**src/rtl/image_stream_pkg.sv**
```systemverilog
// Shared constants, FSM state type and helpers for the image streaming blocks.
package image_stream_pkg;

  localparam int ADDR_W       = 17;
  localparam int DATA_W       = 32;
  localparam int PIX_W        = 8;
  localparam int MAX_WORDS    = 125000;
  localparam int CNT_W        = 19;
  localparam int PIX_PER_WORD = 4;

  typedef enum logic [1:0] {
    IDLE,
    RUN,
    DRAIN,
    DONE
  } state_t;

  // Number of memory words needed to hold n pixels (rounded up).
  function automatic logic [CNT_W-1:0] words_for(input logic [CNT_W-1:0] n);
    logic [CNT_W:0] t;
    t = {1'b0, n} + (CNT_W+1)'(PIX_PER_WORD - 1);
    return {1'b0, t[CNT_W:2]};
  endfunction

endpackage

```
**src/rtl/image_mem_pixel_reader_if.sv**
```systemverilog
// Memory read bus (Avalon-MM) and pixel stream (Avalon-ST) of the pixel reader.
interface image_mem_pixel_reader_if;
  import image_stream_pkg::*;

  logic [ADDR_W-1:0] m_address;
  logic              m_chipselect;
  logic              m_write;
  logic [3:0]        m_byteenable;
  logic              m_clken;
  logic [DATA_W-1:0] m_readdata;

  logic [PIX_W-1:0]  src_data;
  logic              src_valid;
  logic              src_ready;
  logic              src_sop;
  logic              src_eop;

  modport master (
    output m_address, m_chipselect, m_write, m_byteenable, m_clken,
    input  m_readdata,
    output src_data, src_valid, src_sop, src_eop,
    input  src_ready
  );

  modport slave (
    input  m_address, m_chipselect, m_write, m_byteenable, m_clken,
    output m_readdata,
    input  src_data, src_valid, src_sop, src_eop,
    output src_ready
  );

endinterface

```
**src/rtl/word_fifo2.sv**
```systemverilog
// Two-entry synchronous word FIFO with head-of-queue data and occupancy count.
module word_fifo2 #(
  parameter int WIDTH = 32
) (
  input  logic             clk,
  input  logic             reset,
  input  logic             push,
  input  logic [WIDTH-1:0] push_data,
  input  logic             pop,
  output logic [1:0]       count,
  output logic [WIDTH-1:0] head
);

  logic [WIDTH-1:0] mem [2];
  logic             wr_ptr;
  logic             rd_ptr;
  logic             pop_ok;
  logic             push_ok;

  assign pop_ok  = pop && (count != 2'd0);
  assign push_ok = push && ((count != 2'd2) || pop_ok);
  assign head    = mem[rd_ptr];

  // Pointer and occupancy bookkeeping.
  always_ff @(posedge clk) begin
    // NOTE: sequential state uses non-blocking assignments so every register
    // samples pre-edge values, independent of statement order.
    if (reset) begin
      wr_ptr <= 1'b0;
      rd_ptr <= 1'b0;
      count  <= 2'd0;
    end else begin
      if (push_ok) wr_ptr <= ~wr_ptr;
      if (pop_ok)  rd_ptr <= ~rd_ptr;
      case ({push_ok, pop_ok})
        2'b10:   count <= count + 2'd1;
        2'b01:   count <= count - 2'd1;
        default: count <= count;
      endcase
    end
  end

  // Storage write.
  always_ff @(posedge clk) begin
    // NOTE: storage is deliberately not reset; the count guards every read,
    // so stale contents are never observed and the array maps to plain flops/RAM.
    if (push_ok) mem[wr_ptr] <= push_data;
  end

endmodule

```
**src/rtl/image_mem_pixel_reader.sv**
```systemverilog
// Reads words from the on-chip image memory and streams them out as 8-bit
// pixels, low byte first, with sop/eop framing and ready/valid backpressure.
module image_mem_pixel_reader
  import image_stream_pkg::*;
(
  input  logic                  clk,
  input  logic                  reset,
  input  logic                  start,
  input  logic [ADDR_W-1:0]     base_addr,
  input  logic [CNT_W-1:0]      num_pixels,
  output logic                  busy,
  output logic                  done,
  output logic                  error,
  image_mem_pixel_reader_if.master bus
);

  state_t            state;
  state_t            state_nx;
  logic [ADDR_W-1:0] addr_q;
  logic [CNT_W-1:0]  words_left;
  logic [CNT_W-1:0]  pix_left;
  logic [1:0]        byte_idx;
  logic              sop_pending;
  logic              in_flight;
  logic              error_q;

  logic [CNT_W-1:0]  req_words;
  logic [CNT_W:0]    req_end;
  logic              req_reject;
  logic              accept;
  logic              issue;
  logic              pix_valid;
  logic              hs;
  logic              last_pix;
  logic              pop;
  logic [1:0]        fifo_count;
  logic [DATA_W-1:0] fifo_head;

  // Job request evaluation: word count and memory bounds check.
  always_comb begin
    req_words  = words_for(num_pixels);
    req_end    = (CNT_W+1)'(base_addr) + {1'b0, req_words};
    req_reject = (num_pixels == '0) || (req_end > (CNT_W+1)'(MAX_WORDS));
    accept     = (state == IDLE) && start && !req_reject;
  end

  // Read issue is credit-limited so buffered plus in-flight words never exceed two.
  assign issue     = (state == RUN) && (words_left != '0) &&
                     ((fifo_count + 2'(in_flight)) < 2'd2);
  assign pix_valid = ((state == RUN) || (state == DRAIN)) &&
                     (fifo_count != 2'd0) && (pix_left != '0);
  assign hs        = pix_valid && bus.src_ready;
  assign last_pix  = (pix_left == CNT_W'(1));
  assign pop       = hs && ((byte_idx == 2'd3) || last_pix);

  word_fifo2 #(.WIDTH(DATA_W)) u_fifo (
    .clk       (clk),
    .reset     (reset),
    .push      (in_flight),
    .push_data (bus.m_readdata),
    .pop       (pop),
    .count     (fifo_count),
    .head      (fifo_head)
  );

  // FSM state register.
  always_ff @(posedge clk) begin
    if (reset) state <= IDLE;
    else       state <= state_nx;
  end

  // FSM next-state logic.
  always_comb begin
    // NOTE: default first so every path assigns state_nx and no latch is inferred.
    state_nx = state;
    unique case (state)
      IDLE:    if (accept) state_nx = RUN;
      RUN:     if (issue && (words_left == CNT_W'(1))) state_nx = DRAIN;
      DRAIN:   if (hs && last_pix) state_nx = DONE;
      DONE:    state_nx = IDLE;
      default: state_nx = IDLE;
    endcase
  end

  // Job datapath: read address, remaining words/pixels, byte lane, framing.
  always_ff @(posedge clk) begin
    if (reset) begin
      addr_q      <= '0;
      words_left  <= '0;
      pix_left    <= '0;
      byte_idx    <= 2'd0;
      sop_pending <= 1'b0;
      in_flight   <= 1'b0;
      error_q     <= 1'b0;
    end else begin
      in_flight <= issue;
      error_q   <= (state == IDLE) && start && req_reject;
      if (accept) begin
        addr_q      <= base_addr;
        words_left  <= req_words;
        pix_left    <= num_pixels;
        byte_idx    <= 2'd0;
        sop_pending <= 1'b1;
      end else begin
        if (issue) begin
          addr_q     <= addr_q + ADDR_W'(1);
          words_left <= words_left - CNT_W'(1);
        end
        if (hs) begin
          pix_left    <= pix_left - CNT_W'(1);
          byte_idx    <= byte_idx + 2'd1;
          sop_pending <= 1'b0;
        end
      end
    end
  end

  assign busy  = (state == RUN) || (state == DRAIN);
  assign done  = (state == DONE);
  assign error = error_q;

  assign bus.m_address    = addr_q;
  assign bus.m_chipselect = issue;
  assign bus.m_write      = 1'b0;
  assign bus.m_byteenable = 4'hF;
  assign bus.m_clken      = 1'b1;

  assign bus.src_valid = pix_valid;
  assign bus.src_data  = pix_valid ? fifo_head[{byte_idx, 3'b000} +: PIX_W] : '0;
  assign bus.src_sop   = pix_valid && sop_pending;
  assign bus.src_eop   = pix_valid && last_pix;

endmodule

```
**src/flat_wrapper.sv**
```systemverilog
// flat-port wrapper written by rule: the top's interface ports become plain ports
module image_mem_pixel_reader_flat import image_stream_pkg::*;
  (clk, reset, start, base_addr, num_pixels, busy, done, error, bus_m_address, bus_m_chipselect, bus_m_write, bus_m_byteenable, bus_m_clken, bus_m_readdata, bus_src_data, bus_src_valid, bus_src_sop, bus_src_eop, bus_src_ready);
  image_mem_pixel_reader_if bus_i ();
  input  logic clk;
  input  logic reset;
  input  logic start;
  input  logic [ADDR_W-1:0] base_addr;
  input  logic [CNT_W-1:0] num_pixels;
  output logic busy;
  output logic done;
  output logic error;
  output wire logic [$bits(bus_i.m_address)-1:0] bus_m_address;
  output wire logic [$bits(bus_i.m_chipselect)-1:0] bus_m_chipselect;
  output wire logic [$bits(bus_i.m_write)-1:0] bus_m_write;
  output wire logic [$bits(bus_i.m_byteenable)-1:0] bus_m_byteenable;
  output wire logic [$bits(bus_i.m_clken)-1:0] bus_m_clken;
  input wire logic [$bits(bus_i.m_readdata)-1:0] bus_m_readdata;
  output wire logic [$bits(bus_i.src_data)-1:0] bus_src_data;
  output wire logic [$bits(bus_i.src_valid)-1:0] bus_src_valid;
  output wire logic [$bits(bus_i.src_sop)-1:0] bus_src_sop;
  output wire logic [$bits(bus_i.src_eop)-1:0] bus_src_eop;
  input wire logic [$bits(bus_i.src_ready)-1:0] bus_src_ready;
  assign bus_m_address = bus_i.m_address;
  assign bus_m_chipselect = bus_i.m_chipselect;
  assign bus_m_write = bus_i.m_write;
  assign bus_m_byteenable = bus_i.m_byteenable;
  assign bus_m_clken = bus_i.m_clken;
  assign bus_i.m_readdata = bus_m_readdata;
  assign bus_src_data = bus_i.src_data;
  assign bus_src_valid = bus_i.src_valid;
  assign bus_src_sop = bus_i.src_sop;
  assign bus_src_eop = bus_i.src_eop;
  assign bus_i.src_ready = bus_src_ready;
  image_mem_pixel_reader u_core (.clk(clk), .reset(reset), .start(start), .base_addr(base_addr), .num_pixels(num_pixels), .busy(busy), .done(done), .error(error), .bus(bus_i));
endmodule
```
**config.mk**
```make
export PLATFORM = sky130hd
export DESIGN_NAME = image_mem_pixel_reader_flat
export DESIGN_NICKNAME = d
export VERILOG_FILES = /design/src/rtl/image_stream_pkg.sv /design/src/rtl/image_mem_pixel_reader_if.sv /design/src/rtl/word_fifo2.sv /design/src/rtl/image_mem_pixel_reader.sv /design/src/flat_wrapper.sv
export SDC_FILE = /design/constraint.sdc
export NUM_CORES = 1
export LEC_CHECK = 0
export CORE_MARGIN = 8
export CORE_UTILIZATION = 40
export DETAILED_ROUTE_END_ITERATION = 7
export DONT_BUFFER_PORTS = 1
export PLACE_DENSITY = 0.61
export SYNTH_ARGS = -nofsm -noshare
export SYNTH_HDL_FRONTEND = slang
export SYNTH_SLANG_ARGS = --single-unit
```
**constraint.sdc**
```tcl
create_clock -name clk -period 3.8 [get_ports clk]
set_input_delay 0.76 -clock clk [delete_from_list [all_inputs] [get_ports clk]]
set_output_delay 0.76 -clock clk [all_outputs]
set_load 0.005 [all_outputs]
```
==> results of run 1 <==
-- registers in the layout, summed over array words and instances (netlist names), named ones only --
signal                count
u_core.u_fifo.count       2
u_core.error              1
u_core.u_fifo.rd_ptr      1
u_core.in_flight          1
u_core.bus.m_address     17
u_core.pix_left          19
u_core.state              2
u_core.u_fifo.mem        64
u_core.sop_pending        1
u_core.words_left        19
u_core.byte_idx           2
u_core.u_fifo.wr_ptr      1
-- report_power, final --
part / switching, mW / internal [mW]
Clock: 0.718 / 0.934
Combinational: 0.944 / 0.854
Sequential: 0.191 / 1.73
Total: 1.85 / 3.52
-- cells in the final DEF, fill, tap and decap left out, types with 6 or more instances in the layout --
cell / n
dfxtp_1: 67
clkbuf_16: 21
inv_1: 19
mux2i_1: 58
a21oi_1: 16
ha_1: 25
and3_1: 10
xnor2_1: 35
a211oi_2: 6
xor2_1: 33
nand2_1: 41
nor2_1: 94
o21ai_0: 13
conb_1: 6
ha_4: 6
a21o_1: 9
nor3_1: 11
buf_4: 83
buf_6: 10
nand2b_1: 7
nand4_1: 9
edfxtp_1: 64
mux4_2: 16
nand3_1: 16
nor4_1: 11
-- cells by family (layout without fill, tap and decap cells) --
family	after synthesis	in the layout	synth area share, %
and+or+nand+nor	246	246	15.87
DFF	131	131	43.47
AOI/OAI and AO/OA	88	88	8.550
xor gates and xnor gates	78	78	9.100
muxes	78	78	13.08
buffers and inverters	53	155	4.233
adders and majority gates	33	33	5.600
other	2	6	0.1000
-- final cells by class --
cell class | count | area (sq um) | area share (%)
Clock buffer | 17 | 425.4 | 4.429
Clock inverter | 15 | 160.2 | 1.668
Timing Repair Buffer | 103 | 960.9 | 10.01
Tap cell | 234 | 292.8 | 3.048
Sequential cell | 131 | 3263 | 33.98
Multi-Input combinational cell | 529 | 4427 | 46.09
Inverter | 20 | 75.07 | 0.7817
-- metrics by stage --
step,power [mW],utilization (%)
5_1_grt,5.652,51.69
3_3_place_gp,3.362,44.20
6_report,5.371,51.69
4_1_cts,5.219,49.37
2_1_floorplan,3.081,-
3_5_place_dp,3.430,44.20
-- final timing paths --
kind | startpoint | end | cells past startpoint
hold / removal | reset | u_core.bus.m_address[6] | 1
hold reg to reg | u_core.words_left[18] | u_core.words_left[18] | 2
setup / recovery | num_pixels[10] | u_core.pix_left[5] | 19
setup reg to reg | u_core.words_left[4] | u_core.bus.m_address[16] | 10
-- worst register-to-register path, cell delays in order, from the launching register on --
cell and delay [ps]:
dfxtp_1 360, or4_1 590, nor3_1 450, nor4b_2 420
a31oi_2 320, buf_4 310, nand3_1 210, nor3_1 90
xor2_1 160, mux2i_1 140, nor2_1 60
-- timing repair --
action / in CTS / in global routing
endpoints found under the setup margin: 60 / 60
buffers inserted: 16 / 8
pin swaps: 29 / 31
resized for setup: 36 / 49
cloned: 2 / 5
-- per-layer routing --
metal  vias to the layer above  track usage [%]
li1                       2733                -
met1                      2851            18.53
met2                       198            29.03
met3                        41            5.751
met4                         0            6.598
met5                         -                0
==> flow_metrics.py, run 1 <==
metrics = {
    "global_routing": {
        "grt.overflow.total": 0,
        "antenna_found_initial": 0,
        "grt_pass1_vias": 5819,
        "grt_usage_pct": 16.72,
        "grt_pass1_wl_mm": 31.02,
        "grt_max_degree": 70,
    },
    "routing": {
        "ant_nets": 0,
        "drt_iter0_drc": 370,
        "vias_per_cell": 5.551,
        "wirelength_mm": 20.46,
        "drt-met1-wl_mm": 7.799,
        "vias": 5823,
        "wl_met3_mm": 1.698,
        "wl_met2_mm": 10.36,
        "maxUsedRoutingLayer": "met4",
        "drt_pass1_iterations": 5,
        "wl_per_cell_um": 19.50,
        "route.detailed.drc": 0,
    },
    "placement": {
        "gp_congestion": 0.8847,
        "dpl_worst_slack_ps": -692.1,
        "place_hpwl_mm": 14.14,
        "dpl_cell_area_sq_um": 8213,
        "placed_cells": 986,
        "io_buffers": 0,
    },
    "sta": {
        "rsz0062_at_grt": "true",
        "hold_ws_ps": 408.7,
        "relSlewSlack_pct": 55.55,
        "clock_skew_ps": 14.32,
        "hold_viol_final": 0,
        "setup_violations": 9,
        "max_freq_mhz": 259.5,
        "finalSetupTns_ps": -188.9,
        "post-route-min-period_ps": 3853,
        "fin_crit_sh_pct": 101.4,
        "tightest_slew_ps": 665.8,
        "layout_setup_ws_ps": -53.27,
        "timing.final.max_slew_violations": 0,
    },
    "yosys": {
        "syn_area_per_cell_sq_um": 10.59,
        "synth_top_area_share_pct": 25.60,
        "async_reset_ff_share_pct": 0,
        "syn-cell-area_sq_um": 7507,
        "synth_edf_count": 64,
        "ys_seq_area_share_pct": 43.47,
        "synthTopCellsByArea": "edfxtp_1 (26%), dfxtp_1 (18%), mux2i_1 (8.1%)",
        "ys_types": 63,
        "yosysWarnings": 0,
        "syn_inst": 709,
        "synth_area_leader_cell": "edfxtp_1",
        "yosys_register_bits": 131,
        "synthFlopType": "dfxtp_1",
        "yosysMostFrequentCell": "nor2_1",
        "netlist_top_cells_count": "nor2_1 (101), dfxtp_1 (67), edfxtp_1 (64)",
    },
    "setup_path": {
        "path_cells": "nand4_1 > nor4_4 > nand2_2 > nor2_4 > buf_6 > xor2_4 > ha_4 > a21o_1 > mux2i_1 > o21ai_1 > a211oi_2 > o2111ai_2 > a211oi_4 > a211oi_4 > buf_4 > buf_6 > buf_16 > buf_6 > a211oi_2",
        "crit_type": "input pin to flip-flop",
        "crit_required_ps": 4140,
        "cp_slowest_stage_delay_ps": 350,
        "regToRegSetupSlack_ps": 590,
        "start_kind": "input pin",
        "path_common_cell": "buf_6",
        "crit_slowest_cell": "nor4_4",
        "crit_buf_inv": 5,
        "crit_arrival_ps": 4190,
        "cp_max_fo": 11,
        "critPathTopFamily": "compound AO/OA/AOI/OAI gates",
        "end_kind": "flip-flop",
    },
    "die": {
        "die_area_sq_um": 23410,
        "die_h_um": 153.0,
        "ios": 110,
        "row_count": 50,
        "die_x_um": 153.0,
        "start_util_pct": 40.40,
        "core_sq_um": 18580,
    },
    "cells_and_area": {
        "antenna_cells": 0,
        "area_growth_pct": 27.93,
        "fillers": 1556,
        "layout.cells.non_filler": 1049,
        "post-route-cell-area_sq_um": 9604,
        "drive_above_1_share_pct": 27.85,
        "fin_nets": 907,
    },
    "min_path": {
        "hp-class": "input pin to flip-flop",
    },
    "power_and_ir_drop": {
        "peakVddDrop_uv": 422.0,
        "power_density_nw_per_um2": 559.2,
        "p_leak_nw": 3.706,
    },
    "cts": {
        "path_clk_slew_ps": 70,
        "ctsHoldBuffers": 0,
        "cts_buffers": 17,
        "htreeDepth": 4,
        "clockBufferDepth": 2,
        "clock_sinks": 131,
        "cts_root_buf": "clkbuf_16",
        "cts_tree": "built",
        "insertion_delay_ps": 420,
    },
    "outcome": {
        "status": "finished with violations",
        "violations": "negative setup slack",
    },
    "job": {
        "max_cap_viol_count": 0,
    },
}
(Power assumes the default switching activity.)
==> run 2: changes to the inputs <==
Settings changed: SKIP_CTS_REPAIR_TIMING set to 1.
==> flow_metrics.py, run 2 (synthesis gave the netlist of run 1 again) <==
metrics = {
    "outcome": {
        "status": "finished with violations",
        "violations": "negative setup slack",
    },
    "setup_path": {
        "start_kind": "input pin",
        "crit_type": "input pin to flip-flop",
        "regToRegSetupSlack_ps": 600,
        "reg2reg_depth": 10,
        "cp_max_fo": 11,
        "r2r-start": "u_core.words_left[4]",
        "r2r_end": "u_core.bus.m_address[14]",
        "crit_arrival_ps": 4240,
        "crit_required_ps": 4160,
        "end_kind": "flip-flop",
    },
    "placement": {
        "place_hpwl_mm": 14.14,
        "gp_congestion": 0.8847,
        "io_buffers": 0,
        "dpl_worst_slack_ps": -692.1,
    },
    "die": {
        "die_h_um": 153.0,
        "die_area_sq_um": 23410,
        "start_util_pct": 40.40,
        "core_sq_um": 18580,
        "ios": 110,
        "die_x_um": 153.0,
        "row_count": 50,
    },
    "cts": {
        "cts_tree": "built",
        "insertion_delay_ps": 420,
        "cts_buffers": 17,
        "clockBufferDepth": 2,
        "clock_sinks": 131,
        "htreeDepth": 4,
        "cts_root_buf": "clkbuf_16",
        "path_clk_slew_ps": 70,
    },
    "global_routing": {
        "grt_usage_pct": 16.13,
        "grt_max_degree": 70,
        "grt_pass1_wl_mm": 30.02,
        "grt.overflow.total": 0,
        "grt_pass1_vias": 5686,
        "antenna_found_initial": 0,
    },
    "power_and_ir_drop": {
        "p_sw_mw": 1.785,
        "p_comb_share_pct": 31.4,
        "peakVddDrop_uv": 422.6,
        "pwr-share-seq_pct": 36.9,
        "p_leak_nw": 3.527,
        "internal_power_mw": 3.420,
        "swShare_pct": 34.29,
        "clockPowerShare_pct": 31.7,
        "power_density_nw_per_um2": 570.9,
    },
    "cells_and_area": {
        "antenna_cells": 0,
        "largest_reg_flops": 64,
        "drive_above_1_share_pct": 23.17,
        "fin_nets": 886,
        "layout_commonest_cell": "nor2_1",
        "finish.utilization_pct": 49.07,
        "area_growth_pct": 21.45,
        "mostFrequentLayoutCells": "nor2_1 (96), buf_4 (74), dfxtp_1 (67)",
        "reg_top3": "u_core.u_fifo.mem: 64 flops, u_core.pix_left: 19 flops, u_core.words_left: 19 flops",
        "top_register": "u_core.u_fifo.mem",
    },
    "sta": {
        "fin_crit_sh_pct": 102.2,
        "relSlewSlack_pct": 55.80,
        "clock_skew_ps": 11.38,
        "post-route-min-period_ps": 3885,
        "rsz0062_at_grt": "true",
        "timing.final.max_slew_violations": 0,
        "tightest_slew_ps": 662.0,
        "max_freq_mhz": 257.4,
        "setup_violations": 30,
        "layout_setup_ws_ps": -85.48,
        "hold_viol_final": 0,
    },
    "routing": {
        "vias": 5647,
        "drt_pass1_iterations": 4,
        "wirelength_mm": 19.44,
        "ant_nets": 0,
        "route.detailed.drc": 0,
        "wl_per_cell_um": 18.91,
        "drt_iter0_drc": 349,
        "vias_per_cell": 5.493,
    },
    "job": {
        "max_cap_viol_count": 0,
    },
    "min_path": {
        "min-delay-start": "reset",
        "hold_depth": 1,
        "hp-class": "input pin to flip-flop",
    },
}
-- run 2: changes by cell type in the layout (fill, tap and decap cells not counted), moves of 3 or more --
| cell | delta |
|---|---|
| ha_1 | +6 |
| buf_6 | -7 |
| nor3_2 | -3 |
| buf_4 | -9 |
| ha_4 | -5 |
| nor3_1 | +3 |
-- run 2: worst max path at each step --
stage | depth (start not counted) | startpoint | endpoint
after CTS | 16 | num_pixels[1] | u_core.bus.m_address[11]
after detailed placement | 16 | num_pixels[1] | u_core.bus.m_address[11]
after global routing | 19 | num_pixels[9] | u_core.words_left[1]
after global placement | 15 | num_pixels[1] | u_core.words_left[1]
after floorplan | 17 | num_pixels[8] | u_core.bus.m_address[0]
final | 19 | num_pixels[9] | u_core.words_left[1]
-- run 2: area by class of cell --
class / count / area, sq um
Fill cell: 1631 / 9463
Multi-Input combinational cell: 529 / 4197
Sequential cell: 131 / 3263
Timing Repair Buffer: 82 / 704.4
Clock buffer: 17 / 425.4
Tap cell: 234 / 292.8
Clock inverter: 15 / 160.2
Inverter: 20 / 75.07
-- run 2: power by group through the flow --
stage | registers, mW | logic (mW) | clock network (mW)
finish | 1.92 | 1.64 | 1.65
CTS | 1.92 | 1.50 | 1.68
floorplan | 1.90 | 1.18 | 0
global route | 1.95 | 1.79 | 1.75
global placement | 1.93 | 1.43 | 0
detailed placement | 1.95 | 1.48 | 0
-- run 2: through the flow --
step	setup TNS (ps)	total power, mW	std cells	hold slack, ps	instance area [sq um]
CTS	-9016	5.097	1018	405.3	8798
global placement	-30450	3.362	986	444.9	8213
finish	-1300	5.205	1028	412.8	9117
detailed placement	-35180	3.430	986	468.4	8213
global route	-8081	5.488	1028	388.9	9117
floorplan	-6718	3.081	713	427.4	7602
-- run 2: critical path, stage by stage --
cell and delay (ps):
nand4_1 150, nor4_4 380, buf_4 170, buf_4 100, nand3_1 100, xnor2_1 160, buf_4 160, ha_4 300
a21oi_1 90, o21ai_1 200, nor2_1 90, a211oi_2 270, o2111ai_2 190, a211oi_4 270, a211oi_4 110, buf_6 150
clkbuf_16 160, a211o_1 270, a21oi_1 140
-- run 2: per-layer routing --
metal  routed length [um]  global-route usage [%]
met1                 7636                   18.04
met2                 9749                   27.32
met3                 1439                   5.751
met4                  618                   7.116
met5                    0                       0
==> run 3: changes to the inputs <==
Settings changed: REMOVE_ABC_BUFFERS set to 1.
==> flow_metrics.py, run 3 (synthesis gave the netlist of run 1 again) <==
metrics = {
    "outcome": {
        "status": "finished with violations",
        "violations": "negative setup slack",
    },
    "die": {
        "die_h_um": 153.0,
        "start_util_pct": 40.40,
        "row_count": 50,
        "die_x_um": 153.0,
        "core_sq_um": 18580,
        "die_area_sq_um": 23410,
        "ios": 110,
    },
    "cells_and_area": {
        "fin_nets": 904,
        "post-route-cell-area_sq_um": 9499,
        "layout_commonest_cell": "nor2_1",
        "finish.utilization_pct": 51.12,
        "top_register": "u_core.u_fifo.mem",
        "largest_reg_flops": 64,
        "reg_top3": "u_core.u_fifo.mem: 64 flops, u_core.pix_left: 19 flops, u_core.words_left: 19 flops",
        "area_growth_pct": 26.53,
        "drive_above_1_share_pct": 26.72,
        "antenna_cells": 0,
        "layout.cells.non_filler": 1046,
        "mostFrequentLayoutCells": "nor2_1 (93), buf_4 (79), dfxtp_1 (67)",
    },
    "sta": {
        "post-route-min-period_ps": 3954,
        "fin_crit_sh_pct": 104.1,
        "hold_viol_final": 0,
        "relSlewSlack_pct": 47.88,
        "clock_skew_ps": 10.50,
        "rsz0062_at_grt": "true",
        "tightest_slew_ps": 779.4,
        "layout_setup_ws_ps": -154.3,
        "timing.final.max_slew_violations": 0,
        "hold_ws_ps": 402.9,
        "max_freq_mhz": 252.9,
        "setup_violations": 56,
    },
    "cts": {
        "clockBufferDepth": 2,
        "clock_sinks": 131,
        "path_clk_slew_ps": 70,
        "cts_root_buf": "clkbuf_16",
        "insertion_delay_ps": 420,
        "cts_buffers": 17,
        "htreeDepth": 4,
        "cts_tree": "built",
    },
    "power_and_ir_drop": {
        "p_leak_nw": 3.666,
        "peakVddDrop_uv": 420.1,
        "power_density_nw_per_um2": 559.7,
        "p_total_mw": 5.316,
    },
    "setup_path": {
        "crit_slowest_cell": "or4_4",
        "path_cells": "nand3_4 > buf_6 > nor4_4 > nand2_2 > buf_6 > xnor2_4 > ha_4 > buf_6 > a21o_1 > or4_4 > o211ai_1 > a211oi_2 > o2111ai_2 > a211oi_4 > a211oi_4 > buf_12 > buf_12 > buf_4 > mux2i_1 > nor2_1",
        "critPathTopFamily": "simple AND/OR/NAND/NOR gates",
        "cp_slowest_stage_delay_ps": 490,
        "crit_type": "input pin to flip-flop",
        "cp_max_fo": 7,
        "crit_required_ps": 4120,
        "start_kind": "input pin",
        "crit_buf_inv": 6,
        "end_kind": "flip-flop",
        "path_common_cell": "buf_6",
        "crit_arrival_ps": 4270,
    },
    "routing": {
        "route.detailed.drc": 0,
        "wirelength_mm": 19.85,
        "vias_per_cell": 5.359,
        "wl_met3_mm": 1.540,
        "wl_met2_mm": 10.39,
        "drt_pass1_iterations": 4,
        "drt-met1-wl_mm": 7.455,
        "drt_iter0_drc": 182,
        "ant_nets": 0,
        "vias": 5606,
        "maxUsedRoutingLayer": "met4",
        "wl_per_cell_um": 18.97,
    },
    "placement": {
        "placed_cells": 1000,
        "place_hpwl_mm": 14.79,
        "io_buffers": 0,
        "dpl_cell_area_sq_um": 8292,
        "gp_congestion": 0.8774,
    },
    "global_routing": {
        "grt_pass1_wl_mm": 30.48,
        "grt.overflow.total": 0,
        "grt_max_degree": 70,
        "grt_usage_pct": 16.39,
        "grt_pass1_vias": 5861,
        "antenna_found_initial": 0,
    },
    "job": {
        "max_cap_viol_count": 0,
    },
    "min_path": {
        "hp-class": "input pin to flip-flop",
    },
}
[run 3: final timing paths]
| check | from | end | slack [ps] | depth (start not counted) |
|---|---|---|---|---|
| hold reg to reg | u_core.words_left[18] | u_core.words_left[18] | 470 | 2 |
| setup reg to reg | u_core.words_left[4] | u_core.words_left[10] | 570 | 9 |
| hold / removal | reset | u_core.bus.m_address[15] | 400 | 1 |
| setup / recovery | num_pixels[6] | u_core.pix_left[7] | -150 | 20 |
[run 3: report_power, final]
part	switching, mW	total (mW)	internal (mW)
clock	0.765	1.66	0.893
combinational	0.884	1.74	0.853
sequential	0.192	1.92	1.73
total	1.84	5.32	3.48
[run 3: worst register-to-register path, stage by stage (launching register included)]
cell and delay [ps]:
dfxtp_1 370, or4_1 590, nor3_1 350, nor4b_2 410
a31oi_2 390, and3_1 430, nor4b_1 190, xor2_1 150
mux2i_1 170, nor2_1 60
[run 3: stage by stage]
stage / setup TNS (ps) / worst slack (ps)
finish: -3269 / -154.3
global route: -11030 / -262.5
CTS: -13820 / -343.1
detailed placement: -40580 / -785.8
global placement: -39650 / -729.2
floorplan: -187210 / -3249
[run 3: final cells by class]
cell class	count	area, sq um
timing repair buffer	100	935.9
fill	1651	9081
multi-input combinational	529	4319
sequential	131	3263
clock buffer	17	425.4
inverter	20	75.07
tap	234	292.8
clock inverter	15	187.7
[run 3: per-layer routing]
layer | vias up | global-route usage, %
li1 | 2738 | -
met5 | - | 0
met3 | 33 | 6.456
met2 | 147 | 29.56
met1 | 2688 | 16.81
met4 | 0 | 6.362
